[src/rtl/gpio_uart_bram_bridge.sv]
// UART command bridge between the MCU GPIO-H0 pin pair and a BRAM port (byte write/read).
// Define GPIO_BRIDGE_PARITY_EN for 8E1 framing on both directions; default build is 8N1.
module gpio_uart_bram_bridge #(
  parameter int CLKS_PER_BIT = 868,
  parameter int ADDR_W       = 8,
  parameter int TIMEOUT_BITS = 20
) (
  input  logic              ppm_clk,
  input  logic              rst_n,
  input  logic              mcu_tx,
  input  logic              mcu_tx_oe_n,
  output logic              mcu_rx,
  output logic              bram_en,
  output logic              bram_we,
  output logic [ADDR_W-1:0] bram_addr,
  output logic [7:0]        bram_wdata,
  input  logic [7:0]        bram_rdata,
  output logic              busy,
  output logic              err_pulse
);
  localparam int CW        = $clog2(CLKS_PER_BIT);
  localparam int TO_CYCLES = TIMEOUT_BITS * CLKS_PER_BIT;
  localparam int TW        = $clog2(TO_CYCLES + 1);
`ifdef GPIO_BRIDGE_PARITY_EN
  localparam int TX_BITS   = 10;
`else
  localparam int TX_BITS   = 9;
`endif
  localparam logic [CW-1:0] HALF   = CW'(CLKS_PER_BIT / 2 - 1);
  localparam logic [CW-1:0] FULL   = CW'(CLKS_PER_BIT - 1);
  localparam logic [7:0]    CMD_WR = 8'hA5;
  localparam logic [7:0]    CMD_RD = 8'h3C;
  localparam logic [7:0]    ACK    = 8'h5A;

  typedef enum logic [2:0] {R_IDLE, R_START, R_DATA, R_PAR, R_STOP} rx_state_t;
  typedef enum logic [2:0] {P_CMD, P_ADDR, P_DATA, P_WR, P_RD, P_RDCAP, P_TX} p_state_t;

  // Bits that follow the start bit on the wire, LSB transmitted first.
  function automatic logic [TX_BITS-1:0] tx_frame(input logic [7:0] d);
`ifdef GPIO_BRIDGE_PARITY_EN
    return {1'b1, ^d, d};
`else
    return {1'b1, d};
`endif
  endfunction

  logic w_line, w_par_ok;
  logic r_sync1, r_sync2, r_rx_prev;

  // A released line (oe_n high) reads as idle so a floating pin never starts a frame.
  assign w_line = mcu_tx_oe_n | mcu_tx;

  // NOTE: sequential state uses non-blocking assignments so every register samples pre-edge values.
  always_ff @(posedge ppm_clk or negedge rst_n) begin
    if (!rst_n) begin
      r_sync1   <= 1'b1;
      r_sync2   <= 1'b1;
      r_rx_prev <= 1'b1;
    end else begin
      r_sync1   <= w_line;
      r_sync2   <= r_sync1;
      r_rx_prev <= r_sync2;
    end
  end

  rx_state_t     r_rstate;
  logic [CW-1:0] r_rcnt;
  logic [2:0]    r_rbit;
  logic [7:0]    r_rshift;
  logic [7:0]    r_rx_byte;
  logic          r_rx_valid, r_rx_err;
`ifdef GPIO_BRIDGE_PARITY_EN
  logic          r_rpar_bad;
  assign w_par_ok = ~r_rpar_bad;
`else
  assign w_par_ok = 1'b1;
`endif

  always_ff @(posedge ppm_clk or negedge rst_n) begin
    if (!rst_n) begin
      r_rstate   <= R_IDLE;
      r_rcnt     <= '0;
      r_rbit     <= '0;
      r_rshift   <= '0;
      r_rx_byte  <= '0;
      r_rx_valid <= 1'b0;
      r_rx_err   <= 1'b0;
`ifdef GPIO_BRIDGE_PARITY_EN
      r_rpar_bad <= 1'b0;
`endif
    end else begin
      r_rx_valid <= 1'b0;
      r_rx_err   <= 1'b0;
      case (r_rstate)
        R_IDLE: if (r_rx_prev && !r_sync2) begin
          r_rcnt   <= '0;
          r_rstate <= R_START;
        end
        R_START: if (r_rcnt == HALF) begin
          r_rcnt   <= '0;
          r_rbit   <= '0;
          r_rstate <= r_sync2 ? R_IDLE : R_DATA;
        end else r_rcnt <= r_rcnt + 1'b1;
        R_DATA: if (r_rcnt == FULL) begin
          r_rcnt   <= '0;
          r_rshift <= {r_sync2, r_rshift[7:1]};
          r_rbit   <= r_rbit + 1'b1;
`ifdef GPIO_BRIDGE_PARITY_EN
          if (r_rbit == 3'd7) r_rstate <= R_PAR;
`else
          if (r_rbit == 3'd7) r_rstate <= R_STOP;
`endif
        end else r_rcnt <= r_rcnt + 1'b1;
`ifdef GPIO_BRIDGE_PARITY_EN
        R_PAR: if (r_rcnt == FULL) begin
          r_rcnt     <= '0;
          r_rpar_bad <= (^r_rshift) ^ r_sync2;
          r_rstate   <= R_STOP;
        end else r_rcnt <= r_rcnt + 1'b1;
`endif
        R_STOP: if (r_rcnt == FULL) begin
          r_rstate <= R_IDLE;
          if (r_sync2 && w_par_ok) begin
            r_rx_valid <= 1'b1;
            r_rx_byte  <= r_rshift;
          end else r_rx_err <= 1'b1;
        end else r_rcnt <= r_rcnt + 1'b1;
        default: r_rstate <= R_IDLE;
      endcase
    end
  end

  p_state_t           r_pstate;
  logic               r_is_wr, r_mcu_rx, r_bram_en, r_bram_we, r_busy, r_err_pulse;
  logic [ADDR_W-1:0]  r_bram_addr;
  logic [7:0]         r_bram_wdata;
  logic [TW-1:0]      r_to_cnt;
  logic [TX_BITS-1:0] r_tx_shift;
  logic [3:0]         r_tx_bits;
  logic [CW-1:0]      r_tx_cnt;
  logic [7:0]         w_tx_byte;

  assign w_tx_byte = (r_pstate == P_RDCAP) ? bram_rdata : ACK;

  always_ff @(posedge ppm_clk or negedge rst_n) begin
    if (!rst_n) begin
      r_pstate     <= P_CMD;
      r_is_wr      <= 1'b0;
      r_mcu_rx     <= 1'b1;
      r_bram_en    <= 1'b0;
      r_bram_we    <= 1'b0;
      r_busy       <= 1'b0;
      r_err_pulse  <= 1'b0;
      r_bram_addr  <= '0;
      r_bram_wdata <= '0;
      r_to_cnt     <= '0;
      r_tx_shift   <= '0;
      r_tx_bits    <= '0;
      r_tx_cnt     <= '0;
    end else begin
      r_bram_en   <= 1'b0;
      r_bram_we   <= 1'b0;
      r_err_pulse <= r_rx_err;
      r_busy      <= (r_pstate != P_CMD) || (r_rstate != R_IDLE);
      case (r_pstate)
        P_CMD: if (r_rx_valid) begin
          if (r_rx_byte == CMD_WR || r_rx_byte == CMD_RD) begin
            r_is_wr  <= (r_rx_byte == CMD_WR);
            r_to_cnt <= '0;
            r_pstate <= P_ADDR;
          end else r_err_pulse <= 1'b1;
        end
        P_ADDR, P_DATA: begin
          if (r_rx_err) r_pstate <= P_CMD;
          else if (r_rx_valid) begin
            r_to_cnt <= '0;
            if (r_pstate == P_ADDR) begin
              r_bram_addr <= ADDR_W'(r_rx_byte);
              if (r_is_wr) r_pstate <= P_DATA;
              else begin
                r_bram_en <= 1'b1;
                r_pstate  <= P_RD;
              end
            end else begin
              r_bram_wdata <= r_rx_byte;
              r_bram_en    <= 1'b1;
              r_bram_we    <= 1'b1;
              r_pstate     <= P_WR;
            end
          end else if (r_rstate != R_IDLE) r_to_cnt <= '0;
          else if (r_to_cnt == TW'(TO_CYCLES - 1)) begin
            r_err_pulse <= 1'b1;
            r_pstate    <= P_CMD;
          end else r_to_cnt <= r_to_cnt + 1'b1;
        end
        P_RD: r_pstate <= P_RDCAP;
        // Load and start bit share one edge to hold the ack/reply latency.
        P_WR, P_RDCAP: begin
          r_mcu_rx   <= 1'b0;
          r_tx_shift <= tx_frame(w_tx_byte);
          r_tx_bits  <= 4'(TX_BITS);
          r_tx_cnt   <= '0;
          r_pstate   <= P_TX;
        end
        P_TX: if (r_tx_cnt == FULL) begin
          r_tx_cnt <= '0;
          if (r_tx_bits == 4'd0) r_pstate <= P_CMD;
          else begin
            r_mcu_rx   <= r_tx_shift[0];
            r_tx_shift <= r_tx_shift >> 1;
            r_tx_bits  <= r_tx_bits - 1'b1;
          end
        end else r_tx_cnt <= r_tx_cnt + 1'b1;
        default: r_pstate <= P_CMD;
      endcase
      if (r_rx_valid && (r_pstate inside {P_WR, P_RD, P_RDCAP, P_TX})) r_err_pulse <= 1'b1;
    end
  end

  assign mcu_rx     = r_mcu_rx;
  assign bram_en    = r_bram_en;
  assign bram_we    = r_bram_we;
  assign bram_addr  = r_bram_addr;
  assign bram_wdata = r_bram_wdata;
  assign busy       = r_busy;
  assign err_pulse  = r_err_pulse;
endmodule

[config.mk]
export PLATFORM = sky130hd
export DESIGN_NAME = gpio_uart_bram_bridge
export DESIGN_NICKNAME = d
export VERILOG_FILES = /design/src/rtl/gpio_uart_bram_bridge.sv
export SDC_FILE = /design/constraint.sdc
export NUM_CORES = 1
export LEC_CHECK = 0
export BUFFER_PORTS_ARGS = -buffer_cell sky130_fd_sc_hd__buf_4
export CAP_MARGIN = 20
export CELL_PAD_IN_SITES_DETAIL_PLACEMENT = 1
export CELL_PAD_IN_SITES_GLOBAL_PLACEMENT = 1
export CORE_ASPECT_RATIO = 0.7
export CORE_MARGIN = 3
export CORE_UTILIZATION = 30
export CTS_BUF_LIST = sky130_fd_sc_hd__clkbuf_8 sky130_fd_sc_hd__clkbuf_16
export CTS_CLUSTER_DIAMETER = 50
export DETAILED_ROUTE_END_ITERATION = 10
export HOLD_SLACK_MARGIN = 0.15
export PLACE_DENSITY = 0.63
export RECOVER_POWER = 50
export SETUP_SLACK_MARGIN = 0.15
export SYNTH_ARGS = -nofsm -noshare
export SYNTH_HDL_FRONTEND = slang
export SYNTH_SLANG_ARGS = --single-unit
export TNS_END_PERCENT = 100
[constraint.sdc]
create_clock -name ppm_clk -period 1.93 [get_ports ppm_clk]
set_input_delay 0.0965 -clock ppm_clk [delete_from_list [all_inputs] [get_ports ppm_clk]]
set_output_delay 0.0965 -clock ppm_clk [all_outputs]
set_load 0.01 [all_outputs]
== After elaboration in Yosys (flattened, before gate mapping) ==
Index checks and enable logic that the tools add are counted.
Word-level totals
  bits of input ports: 12
  flip-flop bits (word level): 100
  output and inout port bits: 21
Operators by class
  bitwise operators: 3
  muxes and demuxes: 68
  reduce and logical (&&, ||, !) cells: 28
  equality and inequality tests: 31
  add/sub/neg operators: 5
Operator list (count)
  two-way mux 15 bit: 6
  two-way mux 3 bit: 17
  two-way mux 10 bit: 5
  one-hot mux 10 bit (4 select lines): 1
  one-hot mux 15 bit (2 select lines): 1
  two-way mux 1 bit: 24
  inequality test 2 bit, second input constant: 12
  adder 10 x 1 -> 10 bit, second input constant: 2
  equality test 10 bit, second input constant: 2
  one-hot mux 10 bit (2 select lines): 1
  two-way mux 9 bit: 2
  one-hot mux 9 bit (2 select lines): 1
  adder 15 x 1 -> 15 bit, second input constant: 1
  equality test 15 bit, second input constant: 1
  equality test 3 bit, second input constant: 5
  one-hot mux 3 bit (5 select lines): 1
  AND reduction 3 bit: 5
  inequality test 4 bit, second input constant: 3
  one-hot mux 3 bit (4 select lines): 1
  equality test 10 x 9 -> 1 bit, second input constant: 1
  AND reduction 5 bit: 2
  equality test 3 x 2 -> 1 bit, second input constant: 3
  equality test 8 x 6 -> 1 bit, second input constant: 1
  equality test 8 bit, second input constant: 1
  23 further kinds: 36

== Longest topological paths before layout ==
  depth in word-level cells: 7
  mapped depth: 8
  mapped depth without buffers: 7

== Worst setup path after synthesis ==
Ideal clock, no wire load.
  path type: reg-to-reg
  start point: register r_rcnt[0]
  end point: register r_rcnt[5]
  clock period less this slack: 1.812 ns
  arrival time: 1.722 ns
  slack: 0.118 ns
  stages on the path, launching flop included: 8
  path through: dfrtp_1 ha_1 nor4bb_1 and3_1 buf_4 o211a_4 or3_1 o221ai_1
On the way
  word-level cells in the longest chain between the ends: 3
  elaborated cells between the ends (all ways): 9
  classes of those cells: 1 x add/sub; 3 x eq/ne; 4 x mux; 1 x reduce/logical
RTL lines
  start: declaration: RTL line 67  | logic [CW-1:0] r_rcnt;
  start signal: assignment: RTL line 103  | end else r_rcnt <= r_rcnt + 1'b1;
  start signal: assignment: RTL line 113  | end else r_rcnt <= r_rcnt + 1'b1;
  start signal: assignment: RTL line 127  | end else r_rcnt <= r_rcnt + 1'b1;
  adder 10 x 1 -> 10 bit (tied with other cells): RTL line 103, 113, 127
  two-way mux 10 bit (tied with other cells): RTL line 121  | R_STOP: if (r_rcnt == FULL) begin
  one-hot mux 10 bit (4 select lines) / AND reduction 3 bit (equally long branches)
Parallel ways exist; a longest one is shown, timed or not. The select of a mux whose other input is x is not followed.
A chain may end at the register's enable or synchronous reset.

== Worst setup path after layout ==
Same ends and word-level chain as after synthesis.

==> flow_summary.toml <==
[route]
first_pass_iters = 5
vias_per_cell = 5.13
drt_iter0_markers = 177
wl_um = 14100
ant_nets = 0
vias = 4270
drcViolationCount = 0
routedWlPerCell_um = 16.9

[floorplan]
core_sq_um = 15800
row_count = 38
pin_count = 33
start_util_pct = 31.3
die_area_sq_um = 18000
die_w_um = 159
die_h_um = 113

[sta]
tightest_slew_ns = 1.18
finClkSkew_ns = 0.0120
setup_viol = 0
slew_headroom_pct = 21.4
max_freq_ghz = 0.540
hold_ws_ns = 0.352
hold_viol_final = 0
setup_tns_ns = 0
rsz0062_at_grt = "true"
final.period_utilization_pct = 96.0
min_period_ns = 1.85
slew_viol_final = 0

[placed_design]
dp_hpwl_um = 8700
numPortBuffers = 32
gp_congestion = 0.777

[global_routing]
grt_max_degree = 42
met3_usage_pct = 3.26
grt_pass1_wl_um = 22500
antenna_found_initial = 0
track_usage_pct = 15.2
grtUsageMet1_pct = 21.1
busiest_layer = "met2"
grt_overflow_total = 0
grt.met2_usage_pct = 24.6
grt_pass1_vias = 4355

[clocking]
insertion_delay_ns = 0.35
cts_max_level = 3
cts_buffers = 9
clk_pin_slew_ns = 0.08
clockBufferDepth = 2
cts_tree = "built"
cts_root_buffer = "clkbuf_16"
cts.sinks = 100

[worst_setup_path]
critPathTopFamily = "simple AND/OR/NAND/NOR gates"
start_kind = "register"
cp_slowest_cell = "dfrtp_1"
critPathMaxStageDelay_ns = 0.43
cp.arrival_ns = 2.12
worstPathMaxFanout = 7
cp.required_ns = 2.20
path_buf_inv = 0
crit_path_end_kind = "register"
crit_chain = "ha_2 > nor4bb_4 > and3_4 > o211a_4 > or3_4 > o221ai_2"
path_class = "register to register"

[synthesis]
yosys_warnings = 0
synth_flop_cell = "dfrtp_1"
ys_ff_latch = 100
synthesis.area_sq_um = 4930
yosysUniqueCellTypes = 62
yosysSeqAreaShare_pct = 50.8
synth_edf_count = 0
synth_nets = 506
synth_cells = 486
syn_avg_cell_area_sq_um = 10.2
synth-async-reset-ratio_pct = 100

[finish]
area_growth_pct = 35.4
nets = 627
nFillCells = 1789
diodes = 0
drive_gt1_share_pct = 33.8

[power]
power.density_nw_per_um2 = 799
irDropWorstVdd_mv = 0.431
p_leak_uw = 0.00306

[flow_run]
cap_violations = 0

[min_path]
min_path_type = "register to register"

[status]
status = "finished, final reports clean"
-- worst reg2reg max path: cells and delay by family (launching register included) --
kind / cells / cell delay [ns]
flops: 1 / 0.43
simple gates: 3 / 0.77
fa+ha+maj: 1 / 0.21
compound gates: 2 / 0.36
-- cells in the mapped netlist, drive strengths merged, types with 7 or more instances --
master,count,area (sq um)
o21ai,50,250
a21oi,18,90.1
and3,16,100
buf,13,88.8
mux2,25,282
nand2,60,225
nand4,13,93.8
o31ai,7,52.6
a31oi,8,50.1
nor2,36,138
ha,8,100
inv,13,48.8
dfrtp,96,2400
nand3,17,85.1
nor3,8,62.6
clkbuf,8,30.0
-- power breakdown --
part | internal (uW) | switching (uW) | total [uW]
logic | 632 | 608 | 1240
registers | 2160 | 72.0 | 2240
clock network | 924 | 937 | 1860
total | 3720 | 1620 | 5340
-- cell families after synthesis --
logic type / count (synthesis) / share of synthesized area, %
fa+ha+maj: 9 / 2.23
simple gates: 196 / 21.9
buf+inv: 34 / 3.40
compound gates: 112 / 14.2
flops: 100 / 50.8
xor+xnor: 9 / 1.60
mux: 26 / 5.91
-- through the flow --
stage	std cells	setup slack (ns)	power [uW]	area (sq um)	util [%]
after floorplan	486	0.152	2760	4950	-
after CTS	806	0.104	5140	6340	40.2
after global placement	755	0.0546	3020	5640	35.7
after detailed placement	755	-0.0169	3040	5640	35.7
final	832	0.0765	5340	6680	42.3
after global routing	832	-0.0607	5620	6680	42.3
-- cell usage in the layout (no fill, tap or decap), types with 6 or more instances in the layout --
cell,n
a21oi_1,13
buf_4,80
dlygate4sd3_1,11
clkbuf_16,9
inv_1,12
nor3_1,6
o21ai_0,26
a31oi_1,8
clkbuf_1,21
dfrtp_2,7
nand3_1,17
nor2_1,33
nand4_1,11
and3_1,12
dfrtp_1,89
nand2_1,58
a21o_1,6
o21ai_1,22
buf_6,11
mux2_2,25
-- layout make-up --
class                           instances  area, sq um  share of cell area [%]
Clock buffer                            9          225                    3.37
Clock inverter                          7         80.1                    1.20
Inverter                               13         48.8                   0.730
Multi-Input combinational cell        354         2560                    38.4
Sequential cell                       100         2520                    37.7
Tap cell                              220          275                    4.12
Timing Repair Buffer                  129          973                    14.6
-- flip-flops by register name, summed over array words and instances (netlist names), 3 cells and up --
register,count
r_to_cnt,15
r_rcnt,10
r_tx_cnt,10
r_tx_shift,9
bram_addr,8
bram_wdata,8
r_rshift,8
r_rx_byte,8
r_tx_bits,4
r_pstate,3
r_rbit,3
r_rstate,3
-- metal layers --
metal  share of wire, %  vias to the layer above
li1                   -                     2014
met1                 49                     2183
met2                 47                       62
met3                2.7                       11
met4               0.94                        0
met5                  0                        -
-- final timing paths --
check	cells past startpoint	endpoint	slack (ns)	startpoint
min in group asynchronous	2	r_tx_cnt[2]$_DFFE_PN0P_	0.51	rst_n
min	0	r_sync2$_DFF_PN1_	0.35	r_sync1$_DFF_PN1_
max	6	r_rcnt[5]$_DFFE_PN0P_	0.08	r_rcnt[0]$_DFFE_PN0P_
max in group asynchronous	3	r_tx_bits[2]$_DFFE_PN0P_	0.41	rst_n
max reg2reg	6	r_rcnt[5]$_DFFE_PN0P_	0.08	r_rcnt[0]$_DFFE_PN0P_
min reg2reg	0	r_sync2$_DFF_PN1_	0.35	r_sync1$_DFF_PN1_
-- what timing repair did --
action / CTS / global route
hold buffers: 11 / 0
resized for setup: 29 / 77
hold endpoints to repair: 47 / 0
setup endpoints to repair: 45 / 65
pin swaps: 10 / 26
buffers inserted: 23 / 22
gates cloned: 1 / 4
Note: power is estimated with default switching activity, not from simulation.
